File: src/rtl/fusioncap_window_collector.sv
`default_nettype none
// ==========================================================================
// fusioncap_window_collector - gathers 10-sample windows, fires the averaging
// PE, then returns each captured average tagged with its channel.  Rev 1.0
// ==========================================================================
module fusioncap_window_collector #(
  parameter int DATA_W = 16,
  parameter int NUM_CH = 32,
  parameter int CH_W   = 5,
  parameter int PE_LAT = 5
) (
  input  logic              clk,
  input  logic              rst,
  input  logic              in_valid,
  output logic              in_ready,
  input  logic [DATA_W-1:0] in_data,
  output logic [DATA_W-1:0] x0,
  output logic [DATA_W-1:0] x1,
  output logic [DATA_W-1:0] x2,
  output logic [DATA_W-1:0] x3,
  output logic [DATA_W-1:0] x4,
  output logic [DATA_W-1:0] x5,
  output logic [DATA_W-1:0] x6,
  output logic [DATA_W-1:0] x7,
  output logic [DATA_W-1:0] x8,
  output logic [DATA_W-1:0] x9,
  output logic              pe_start,
  input  logic [DATA_W-1:0] pe_odata,
  output logic              res_valid,
  input  logic              res_ready,
  output logic [DATA_W-1:0] res_data,
  output logic [CH_W-1:0]   res_ch,
  output logic              res_last,
  output logic              busy
);

  localparam logic [1:0] ST_FILL = 2'd0;
  localparam logic [1:0] ST_FIRE = 2'd1;
  localparam logic [1:0] ST_WAIT = 2'd2;
  localparam logic [1:0] ST_EMIT = 2'd3;

  localparam int                WAIT_W    = $clog2(PE_LAT + 1);
  localparam logic [WAIT_W-1:0] WAIT_LAST = WAIT_W'(PE_LAT - 1);
  localparam logic [CH_W-1:0]   CH_LAST   = CH_W'(NUM_CH - 1);
  localparam logic [3:0]        FILL_LAST = 4'd9;

  logic [1:0]        state_q, state_d;
  logic [3:0]        fill_cnt_q, fill_cnt_d;
  logic [CH_W-1:0]   ch_cnt_q, ch_cnt_d;
  logic [WAIT_W-1:0] wait_cnt_q, wait_cnt_d;
  logic [DATA_W-1:0] slot_q [10];
  logic [DATA_W-1:0] slot_d [10];
  logic              res_valid_q, res_valid_d;
  logic [DATA_W-1:0] res_data_q, res_data_d;
  logic [CH_W-1:0]   res_ch_q, res_ch_d;

  logic accept;
  logic capture;

  assign accept  = (state_q == ST_FILL) && in_valid;
  assign capture = (state_q == ST_WAIT) && (wait_cnt_q == WAIT_LAST);

  // State register
  always_ff @(posedge clk) begin
    if (rst) state_q <= ST_FILL;
    else     state_q <= state_d;
  end

  // Next-state logic
  always_comb begin
    state_d = state_q;
    case (state_q)
      ST_FILL: if (accept && (fill_cnt_q == FILL_LAST)) state_d = ST_FIRE;
      ST_FIRE: state_d = ST_WAIT;
      ST_WAIT: if (capture) state_d = ST_EMIT;
      ST_EMIT: if (res_ready) state_d = ST_FILL;
      default: state_d = ST_FILL;
    endcase
  end

  // Output logic
  always_comb begin
    in_ready = (state_q == ST_FILL);
    pe_start = (state_q == ST_FIRE);
    busy     = (state_q != ST_FILL) || (fill_cnt_q != 4'd0);
  end

  // Slots are only written in FILL so the PE sees stable inputs until capture
  always_comb begin
    fill_cnt_d  = fill_cnt_q;
    ch_cnt_d    = ch_cnt_q;
    wait_cnt_d  = wait_cnt_q;
    slot_d      = slot_q;
    res_valid_d = res_valid_q;
    res_data_d  = res_data_q;
    res_ch_d    = res_ch_q;
    if (accept) begin
      for (int i = 0; i < 10; i++) begin
        if (fill_cnt_q == 4'(i)) slot_d[i] = in_data;
      end
      fill_cnt_d = (fill_cnt_q == FILL_LAST) ? 4'd0 : fill_cnt_q + 4'd1;
    end
    if (state_q == ST_FIRE) wait_cnt_d = '0;
    if (state_q == ST_WAIT) wait_cnt_d = wait_cnt_q + WAIT_W'(1);
    if (capture) begin
      res_valid_d = 1'b1;
      res_data_d  = pe_odata;
      res_ch_d    = ch_cnt_q;
    end
    if ((state_q == ST_EMIT) && res_ready) begin
      res_valid_d = 1'b0;
      ch_cnt_d    = (ch_cnt_q == CH_LAST) ? '0 : ch_cnt_q + CH_W'(1);
    end
  end

  always_ff @(posedge clk) begin
    if (rst) begin
      fill_cnt_q  <= '0;
      ch_cnt_q    <= '0;
      wait_cnt_q  <= '0;
      res_valid_q <= 1'b0;
      res_data_q  <= '0;
      res_ch_q    <= '0;
      for (int i = 0; i < 10; i++) slot_q[i] <= '0;
    end else begin
      fill_cnt_q  <= fill_cnt_d;
      ch_cnt_q    <= ch_cnt_d;
      wait_cnt_q  <= wait_cnt_d;
      res_valid_q <= res_valid_d;
      res_data_q  <= res_data_d;
      res_ch_q    <= res_ch_d;
      for (int i = 0; i < 10; i++) slot_q[i] <= slot_d[i];
    end
  end

  assign x0 = slot_q[0];
  assign x1 = slot_q[1];
  assign x2 = slot_q[2];
  assign x3 = slot_q[3];
  assign x4 = slot_q[4];
  assign x5 = slot_q[5];
  assign x6 = slot_q[6];
  assign x7 = slot_q[7];
  assign x8 = slot_q[8];
  assign x9 = slot_q[9];

  assign res_valid = res_valid_q;
  assign res_data  = res_data_q;
  assign res_ch    = res_ch_q;
  assign res_last  = res_valid_q && (res_ch_q == CH_LAST);

endmodule
`default_nettype wire

File: config.mk
export PLATFORM = sky130hd
export DESIGN_NAME = fusioncap_window_collector
export DESIGN_NICKNAME = d
export VERILOG_FILES = /design/src/rtl/fusioncap_window_collector.sv
export SDC_FILE = /design/constraint.sdc
export NUM_CORES = 1
export LEC_CHECK = 0
export BUFFER_PORTS_ARGS = -buffer_cell sky130_fd_sc_hd__buf_2
export CORE_ASPECT_RATIO = 0.6
export CORE_UTILIZATION = 39
export CTS_BUF_LIST = sky130_fd_sc_hd__clkbuf_4
export DETAILED_ROUTE_END_ITERATION = 6
export PLACE_DENSITY = 0.67
export SYNTH_ARGS = -nofsm -noshare
export SYNTH_HDL_FRONTEND = slang
export SYNTH_SLANG_ARGS = --single-unit
File: constraint.sdc
create_clock -name clk -period 2.98 [get_ports clk]
set_clock_uncertainty 0.1 [all_clocks]
set_input_delay 0.447 -clock clk [delete_from_list [all_inputs] [get_ports clk]]
set_output_delay 0.447 -clock clk [all_outputs]
set_load 0.1 [all_outputs]
==> flow_summary_export.csv, run 1 <==
group,metric,value,unit
worst_setup_path,slowest_stage,"buf_2",
logic_synthesis,synthesis.nets,931,
worst_setup_path,required,2430,ps
layout,drive_above_1_share,24.6,%
logic_synthesis,synth-seq-cells,196,
clock_tree,ctsHoldBuffers,17,
die,fp.dieW,178,um
logic_synthesis,netlist_area,7230,um2
layout,utilization,48.8,%
logic_synthesis,ys_warn_count,0,
layout,area_growth,22.2,%
timing,rsz0062_at_grt,"no",
timing,period_share,84.5,%
routing,drc,0,
worst_setup_path,critical_path.max_stage_delay,430,ps
timing,worst_pin_slew,868,ps
logic_synthesis,synth_top_area_share,54.2,%
power,leakage,3.84,nW
logic_synthesis,synthTopCellsByArea,"dfxtp_1, nand2_1, a21oi_1",
clock_tree,cts_tree,"done",
place,portBuffers,221,
clock_tree,postCtsSetupRepairBufs,0,
flow_run,cap_violations,0,
die,fp-row-count,38,
power,powerDensity,526,nW/um2
global_route,grt_pass1_vias,5959,
status,outcome,"finished, final reports clean",
die,io_pins,222,
global_route,grt_pass1_wl,33300,um
timing,fmax,397,MHz
die,die_h,107,um
timing,final_max_slew_viol_count,0,
routing,drt-total-wl,22000,um
logic_synthesis,avgSynthCellArea,8.16,um2
worst_setup_path,crit_path_end_kind,"output pin",
worst_setup_path,cp.arrival,1970,ps
timing,hold_violations,0,
logic_synthesis,async_flop_share,0,%
global_route,grt_use_total,23.2,%
routing,viasPerCell,4.91,
global_route,grt_max_degree,84,
layout,fin_nets,1126,
logic_synthesis,synth.distinct_cells,35,
global_route,antenna_found_initial,0,
worst_setup_path,crit_type,"reg2out",
clock_tree,path_clk_slew,140,ps
clock_tree,htreeDepth,4,
logic_synthesis,ys.flop_type,"dfxtp_1",
clock_tree,root_buffer,"clkbuf_4",
hold_path,hold_path.class,"in2reg",
timing,setup_viol,0,
power,vdd_drop_max,0.246,mV
layout,n_antenna_cell,0,
routing,dr.pass1.iters,5,
layout,design_area,8840,um2
logic_synthesis,yosysTopAreaCell,"dfxtp_1",
clock_tree,cts_max_path_buffers,2,
die,die_area,19100,um2
place,dpl.hpwl,14900,um
logic_synthesis,synthCells,886,
routing,drtAntennaViolNets,0,
power,finalPower,0.00465,W
place,gp_congestion,0.805,
worst_setup_path,path_cells,"inv_1 > ha_1 > nand3_1 > buf_2",
worst_setup_path,cp_max_fo,11,
timing,finalSetupTns,0,ps
global_route,grt.overflow.total,0,
routing,drt_iter0_drc,481,
clock_tree,cts_made_buffers,17,
clock_tree,cts_resized,0,
routing,num_vias,6518,
logic_synthesis,synth_edf_count,0,
logic_synthesis,ys_seq_area_share,54.2,%
clock_tree,cts_sinks,196,
die,placeableCoreArea,18100,um2
timing,fin_crit,2520,ps
die,initial_core_util,39.9,%
clock_tree,insertion_delay,570,ps
place,dpl-instance-area,8420,um2
routing,post_drt_wl_per_cell,16.6,um
timing,maxSlewHeadroom,41.7,%
worst_setup_path,critPathLaunchType,"flip-flop",
[path summary, 6_finish.rpt]
check | cells past startpoint | end | slack [ps] | from
worst max-delay path | 4 | busy | 460 | state_q[0]
worst min register to register | 2 | x0[14] | 360 | x0[14]
worst min-delay path | 3 | x4[15] | 130 | in_data[15]
worst max register to register | 6 | x6[13] | 630 | state_q[0]
[synthesized netlist by cell type (all sizes together) (2+ instances only)]
cell type / instances
or3: 3
and3: 2
nand4: 4
nor3b: 2
nand2: 307
nand2b: 4
nor3: 6
o21ai: 5
nand3: 9
a21oi: 160
clkbuf: 50
inv: 6
nor2b: 4
ha: 9
buf: 25
dfxtp: 196
nor2: 46
xor2: 3
mux2i: 33
[kinds of logic (layout without fill, tap and decap cells)]
family | after synthesis | count (layout) | synth area share [%]
AO/OA/AOI/OAI | 169 | 169 | 11.9
adder cells (fa/ha/maj) | 9 | 9 | 1.56
XOR/XNOR | 3 | 3 | 0.363
AND/OR/NAND/NOR | 395 | 395 | 22.6
multiplexers | 33 | 33 | 4.57
buffers and inverters | 81 | 283 | 4.81
flip-flops | 196 | 196 | 54.2
[cell usage in the layout, fill, tap and decap left out, drive strengths merged, types with 2 or more instances in the layout]
cell type    count
nor2b            4
nand4            4
ha               9
nand2b           4
and3             2
o21ai            5
nand3            9
clkbuf          18
inv              6
nand2          307
mux2i           33
dlygate4sd3     17
buf            234
clkinv           4
dfxtp          196
nor3             6
nor2            46
nor3b            2
or3              3
bufinv           3
xor2             3
a21oi          160
[critical path: cells and delay by family, from the launching register on]
kind	cells	cell delay, ps
flops	1	410
fa+ha+maj	1	330
buf+inv	2	540
simple gates	1	120
[layout make-up]
| cell class | instances | area [um2] |
|---|---|---|
| fill | 1803 | 9280 |
| clock buffer | 18 | 135 |
| multi-input combinational | 609 | 2960 |
| timing repair buffer | 251 | 1380 |
| inverter | 6 | 22.5 |
| clock inverter | 8 | 115 |
| tap | 240 | 300 |
| sequential | 196 | 3920 |
[stage by stage]
| stage | hold slack (ps) | instances | setup slack, ps |
|---|---|---|---|
| after detailed placement | 344 | 1285 | 645 |
| after global placement | 339 | 1285 | 678 |
| after CTS | 75.2 | 1328 | 399 |
| after global routing | 92.5 | 1328 | 301 |
| final | 133 | 1328 | 463 |
| after floorplan | 349 | 886 | 16.2 |
[metal layers]
layer	global-route usage, %	vias up	part of all wire (%)
met5	0	-	0
met4	6.78	0	1.0
met3	8.30	21	10
met2	33.1	214	40
met1	32.5	3040	49
li1	-	3243	-
[registers in the layout, summed over array words and instances, names as in the netlist, 2 cells and up]
name and flops:
x7 16, x0 16, x1 16, x9 16
res_ch 5, x2 16, x4 16, res_data 16
x3 16, x8 16, ch_cnt_q 5, x5 16
state_q 2, fill_cnt_q 4, x6 16, wait_cnt_q 3
[where the power goes]
part           internal, W  total (W)  switching [W]
clock network     0.000556    0.00139       0.000835
registers          0.00266    0.00268      0.0000212
logic            0.0000997   0.000575       0.000475
Power figures use the tool's default switching activity.
==> inputs of run 2 (changes only) <==
==> constraint.sdc (replaced) <==
create_clock -name clk -period 2.5 [get_ports clk]
set_clock_uncertainty 0.1 [all_clocks]
set_input_delay 0.375 -clock clk [delete_from_list [all_inputs] [get_ports clk]]
set_output_delay 0.375 -clock clk [all_outputs]
set_load 0.1 [all_outputs]
==> flow_summary_export.csv, run 2 (same netlist as run 1, synthesis figures left out) <==
group,metric,value,unit
status,outcome,"finished, final reports clean",
die,die_area,19100,um2
worst_setup_path,crit_type,"reg2out",
timing,fmax,421,MHz
routing,drt_iter0_drc,445,
layout,fin_nets,1130,
die,io_pins,222,
routing,num_vias,6597,
timing,fin_crit,2380,ps
worst_setup_path,crit_buf_inv,2,
flow_run,cap_violations,0,
layout,fill_cells,1804,
layout,final_cell_mix,"nand2_1, buf_2, dfxtp_1, a21oi_1, nor2_1",
power,vdd_drop_max,0.314,mV
clock_tree,insertion_delay,590,ps
timing,maxSlewHeadroom,53.9,%
power,finalPower,0.00548,W
routing,drt-total-wl,21800,um
routing,post_drt_wl_per_cell,16.3,um
worst_setup_path,critical_path.max_stage_delay,430,ps
timing,finalSetupTns,0,ps
global_route,grt_use_total,22.6,%
worst_setup_path,slowest_stage,"buf_2",
power,leakage,3.88,nW
power,switching_share,30.6,%
power,netSwitchingPower,0.00168,W
worst_setup_path,rrSetupSlack,290,ps
layout,final_cells,1338,
timing,setup_viol,0,
power,powerDensity,615,nW/um2
global_route,grt_max_degree,74,
timing,final_max_slew_viol_count,0,
routing,viasPerCell,4.93,
worst_setup_path,endpoint,"busy",
layout,n_antenna_cell,0,
clock_tree,cts_made_buffers,17,
layout,drive_above_1_share,25.6,%
routing,drc,0,
global_route,antenna_found_initial,0,
die,die_h,107,um
power,p_clk_share,29.1,%
clock_tree,root_buffer,"clkbuf_4",
clock_tree,cts_sinks,196,
worst_setup_path,crit_cells,4,
place,dpl.cell_count,1289,
clock_tree,cts_max_path_buffers,2,
global_route,grt.overflow.total,0,
worst_setup_path,reg2reg_depth,6,
worst_setup_path,path_cells,"inv_1 > ha_2 > nand3_2 > buf_2",
worst_setup_path,critPathLaunch,"state_q[0]",
die,fp-row-count,38,
worst_setup_path,reg2reg_to,"x6[0]",
clock_tree,path_clk_slew,150,ps
worst_setup_path,crit_family,"buffers and inverters",
timing,worst_pin_slew,692,ps
worst_setup_path,required,2030,ps
die,fp.dieW,178,um
clock_tree,postCtsSetupRepairBufs,0,
worst_setup_path,cp_max_fo,11,
routing,dr.pass1.iters,5,
layout,area_growth,23.3,%
die,initial_core_util,39.9,%
worst_setup_path,critPathLaunchType,"flip-flop",
timing,rsz0062_at_grt,"no",
routing,drtAntennaViolNets,0,
place,portBuffers,221,
place,gp_congestion,0.801,
timing,hold_violations,0,
worst_setup_path,cp.arrival,1900,ps
power,intPower,0.00381,W
hold_path,hold_path.class,"in2reg",
place,dpl.hpwl,14700,um
global_route,grt_pass1_vias,5848,
worst_setup_path,crit_path_end_kind,"output pin",
layout,layout_commonest_cell,"nand2_1",
worst_setup_path,r2r-start,"state_q[0]",
clock_tree,htreeDepth,4,
power,power_frac_seq,58.4,%
power,p_comb_share,12.6,%
global_route,grt_pass1_wl,32700,um
die,placeableCoreArea,18100,um2
clock_tree,cts_tree,"done",
timing,period_share,95.1,%
-- run 2: layout make-up --
cell class                      instances  area, um2  share of cell area [%]
Clock inverter                         13        110                    1.23
Timing Repair Buffer                  255       1450                    16.2
Inverter                                6       22.5                   0.252
Multi-Input combinational cell        609       2970                    33.3
Tap cell                              240        300                    3.37
Clock buffer                           19        143                    1.60
Sequential cell                       196       3930                    44.0
-- run 2: how the worst min path moves through the flow --
stage	to	cells past startpoint	slack [ps]	start
6_report	x7[15]	3	50	in_data[15]
5_1_grt	x2[9]	3	20	in_data[9]
4_1_cts	x7[15]	3	3	in_data[15]
3_5_place_dp	x2[0]	2	340	x2[0]
3_3_place_gp	x6[11]	2	340	x6[11]
2_1_floorplan	res_ch[4]	2	350	ch_cnt_q[4]
-- run 2: repair_timing --
action | CTS | global route
setup endpoints to repair | 1 | 0
hold buffers | 17 | 0
resized for setup | 1 | 0
endpoints found under the hold margin | 17 | 0
-- run 2: power groups by stage --
stage / registers, W / clock network (W) / logic, W
after floorplan: 0.00356 / 0 / 0.000216
after global placement: 0.00327 / 0 / 0.000663
after global routing: 0.00321 / 0.00177 / 0.000722
after detailed placement: 0.00327 / 0 / 0.000668
after CTS: 0.00320 / 0.00166 / 0.000688
final: 0.00320 / 0.00159 / 0.000689
-- run 2: metrics by stage --
| step | worst slack (ps) | instance area, um2 | hold slack [ps] | util, % |
|---|---|---|---|---|
| 3_3_place_gp | 369 | 8500 | 339 | 46.9 |
| 6_report | 123 | 8920 | 48.7 | 49.2 |
| 5_1_grt | 17.3 | 8920 | 22.6 | 49.2 |
| 4_1_cts | 63.0 | 8920 | 2.95 | 49.2 |
| 2_1_floorplan | 27.7 | 7240 | 349 | - |
| 3_5_place_dp | 315 | 8500 | 343 | 46.9 |
-- run 2: layer usage --
metal | track usage (%) | routed length (um)
met2 | 32.2 | 9020
met1 | 32.3 | 10600
met5 | 0 | 0
met4 | 6.35 | 212
met3 | 7.34 | 2000
-- run 2: tightest hold or removal path: stages --
cell and delay, ps:
buf_2 190, nand2_1 90, a21oi_1 50
==> inputs of run 3 (changes only) <==
--- a/config.mk
+++ b/config.mk
@@ -5,6 +5,7 @@
 export SDC_FILE = /design/constraint.sdc
 export NUM_CORES = 1
 export LEC_CHECK = 0
+export ABC_AREA = 1
 export BUFFER_PORTS_ARGS = -buffer_cell sky130_fd_sc_hd__buf_2
 export CORE_ASPECT_RATIO = 0.6
 export CORE_UTILIZATION = 39
==> flow_summary_export.csv, run 3 <==
group,metric,value,unit
clock_tree,htreeDepth,4,
worst_setup_path,cp_max_fo,18,
clock_tree,path_clk_slew,170,ps
timing,rsz0062_at_grt,"no",
die,placeableCoreArea,18100,um2
worst_setup_path,required,2030,ps
timing,setup_viol,0,
hold_path,min_from,"rst",
clock_tree,insertion_delay,560,ps
global_route,antenna_found_initial,1,
timing,fmax,429,MHz
worst_setup_path,critPathLaunchType,"flip-flop",
logic_synthesis,synth_common_cells,"nor2_1, dfxtp_1, o21ai_0",
status,outcome,"finished, final reports clean",
hold_path,hold-path-cell-count,4,
place,dpl.hpwl,14400,um
layout,drive_above_1_share,25.7,%
logic_synthesis,ys_warn_count,0,
place,dpl.cell_count,1324,
routing,dr.pass1.iters,5,
worst_setup_path,critical_path.max_stage_delay,480,ps
logic_synthesis,synth.distinct_cells,29,
timing,maxSlewHeadroom,63.7,%
flow_run,cap_violations,0,
power,leakage,4.05,nW
logic_synthesis,synthTopCellsByArea,"dfxtp_1, o21ai_0, nor2_1",
power,powerDensity,849,nW/um2
die,die_h,107,um
logic_synthesis,avgSynthCellArea,7.85,um2
clock_tree,root_buffer,"clkbuf_4",
power,vdd_drop_max,0.501,mV
clock_tree,cts_made_buffers,17,
logic_synthesis,synth-seq-cells,196,
worst_setup_path,r2r-start,"state_q[0]",
logic_synthesis,async_flop_share,0,%
timing,worst_pin_slew,543,ps
logic_synthesis,yosysMostFrequentCell,"nor2_1",
worst_setup_path,reg2reg_depth,7,
die,die_area,19100,um2
worst_setup_path,path_cells,"nor2_2 > buf_4 > nand3_2 > buf_2",
clock_tree,cts_max_path_buffers,2,
logic_synthesis,ys_seq_area_share,54.3,%
timing,hold_violations,0,
global_route,grt_max_degree,111,
logic_synthesis,synth_top_area_share,54.3,%
worst_setup_path,crit_type,"reg2out",
die,io_pins,222,
layout,final_cell_mix,"buf_2, nor2_1, dfxtp_1, o21ai_0, a21oi_1",
hold_path,hold_path.class,"in2reg",
place,portBuffers,221,
logic_synthesis,ys.flop_type,"dfxtp_1",
global_route,grt_pass1_wl,33300,um
die,fp.dieW,178,um
die,fp-row-count,38,
worst_setup_path,crit_family,"buffers and inverters",
place,dpl_worst_slack,447,ps
clock_tree,cts_tree,"done",
logic_synthesis,yosysTopAreaCell,"dfxtp_1",
timing,period_share,93.2,%
routing,drtAntennaViolNets,0,
logic_synthesis,synth_edf_count,0,
layout,area_growth,23.1,%
worst_setup_path,rrSetupSlack,430,ps
timing,final_max_slew_viol_count,0,
layout,design_area,8890,um2
worst_setup_path,slowest_stage,"dfxtp_1",
clock_tree,cts_sinks,196,
routing,post_drt_wl_per_cell,16.0,um
logic_synthesis,synthesis.nets,965,
global_route,grt.overflow.total,0,
place,gp_congestion,0.788,
worst_setup_path,crit_cells,4,
routing,drt-total-wl,22000,um
logic_synthesis,netlist_area,7220,um2
timing,worst_slack,170,ps
hold_path,min_to,"res_data[4]",
worst_setup_path,crit_path_end_kind,"output pin",
layout,final_cells,1374,
global_route,grt_pass1_vias,5857,
logic_synthesis,synthCells,920,
routing,num_vias,6577,
worst_setup_path,crit_buf_inv,2,
worst_setup_path,cp.arrival,1850,ps
routing,viasPerCell,4.79,
global_route,grt_use_total,23.0,%
routing,drc,0,
worst_setup_path,reg2reg_to,"x0[7]",
routing,drt_iter0_drc,372,
timing,fin_crit,2330,ps
layout,layout_commonest_cell,"buf_2",
die,initial_core_util,39.9,%
layout,fin_nets,1165,
place,dpl-instance-area,8440,um2
## run 3: cell types whose count changed after synthesis, moves of 5 or more
| cell | before | now |
|---|---|---|
| nor2_1 | 45 | 209 |
| nor2_2 | 0 | 5 |
| nand2_1 | 307 | 31 |
| o21ai_0 | 5 | 159 |
| a21oi_1 | 160 | 93 |
| mux2i_1 | 33 | 0 |
| buf_2 | 20 | 10 |
| buf_1 | 0 | 12 |
| o21ai_1 | 0 | 11 |
| inv_1 | 6 | 86 |
| inv_2 | 0 | 7 |
| nand3_1 | 7 | 23 |
| clkbuf_1 | 50 | 37 |
## run 3: metal layers
metal  vias to the layer above  wire length, um  share of wire (%)  track usage, %
li1                       3359                -                  -               -
met1                      2984            10800                 49            32.7
met2                       216             9280                 42            34.6
met3                        18             1740                7.9            6.18
met4                         0              148               0.67            4.95
met5                         -                0                  0               0
## run 3: what timing repair did
action	in CTS	in global routing
gates resized for setup	0	1
hold buffers	16	1
endpoints found under the hold margin	16	1
setup endpoints to repair	0	1
buffers inserted	0	0
## run 3: through the flow
step	power [W]	hold WS (ps)	setup TNS [ps]	util, %
6_report	0.00754	116	0	49.1
5_1_grt	0.00791	52.3	0	49.1
4_1_cts	0.00759	11.2	0	49.0
3_5_place_dp	0.00592	334	0	46.6
3_3_place_gp	0.00591	328	0	46.6
2_1_floorplan	0.00552	362	-10.5	-
## run 3: area by class of cell
cell class	instances	area, um2
inverter	97	372
tap	240	300
clock buffer	19	143
multi-input combinational	562	2660
sequential	196	3920
timing repair buffer	246	1350
fill	1810	9230
clock inverter	13	135
antenna	1	2.50
## run 3: worst min-delay path, stage by stage
cell	delay, ps
buf_2	110
inv_4	120
o21ai_0	100
a21oi_1	40
## run 3: report_power, final
part / internal, W / switching (W)
combinational: 0.000412 / 0.00202
sequential: 0.00332 / 0.000128
clock: 0.000471 / 0.00119
## run 3: worst max path at each step
stage                   from  endpoint  slack, ps
3_5_place_dp      state_q[0]    x0[10]        450
4_1_cts        fill_cnt_q[0]      busy         50
5_1_grt        fill_cnt_q[0]      busy         10
6_report       fill_cnt_q[0]      busy        170
2_1_floorplan      res_ch[1]  res_last        -10
3_3_place_gp      state_q[0]     x0[1]        520
## run 3: cells by family (layout without fill, tap and decap cells)
logic type,after synthesis,count (layout),share of synthesized area [%]
simple gates,287,287,16.5
flops,196,196,54.3
compound gates,265,265,18.5
buf+inv,162,375,9.03
fa+ha+maj,9,9,1.56
other cells,0,1,0
xor+xnor,1,1,0.121
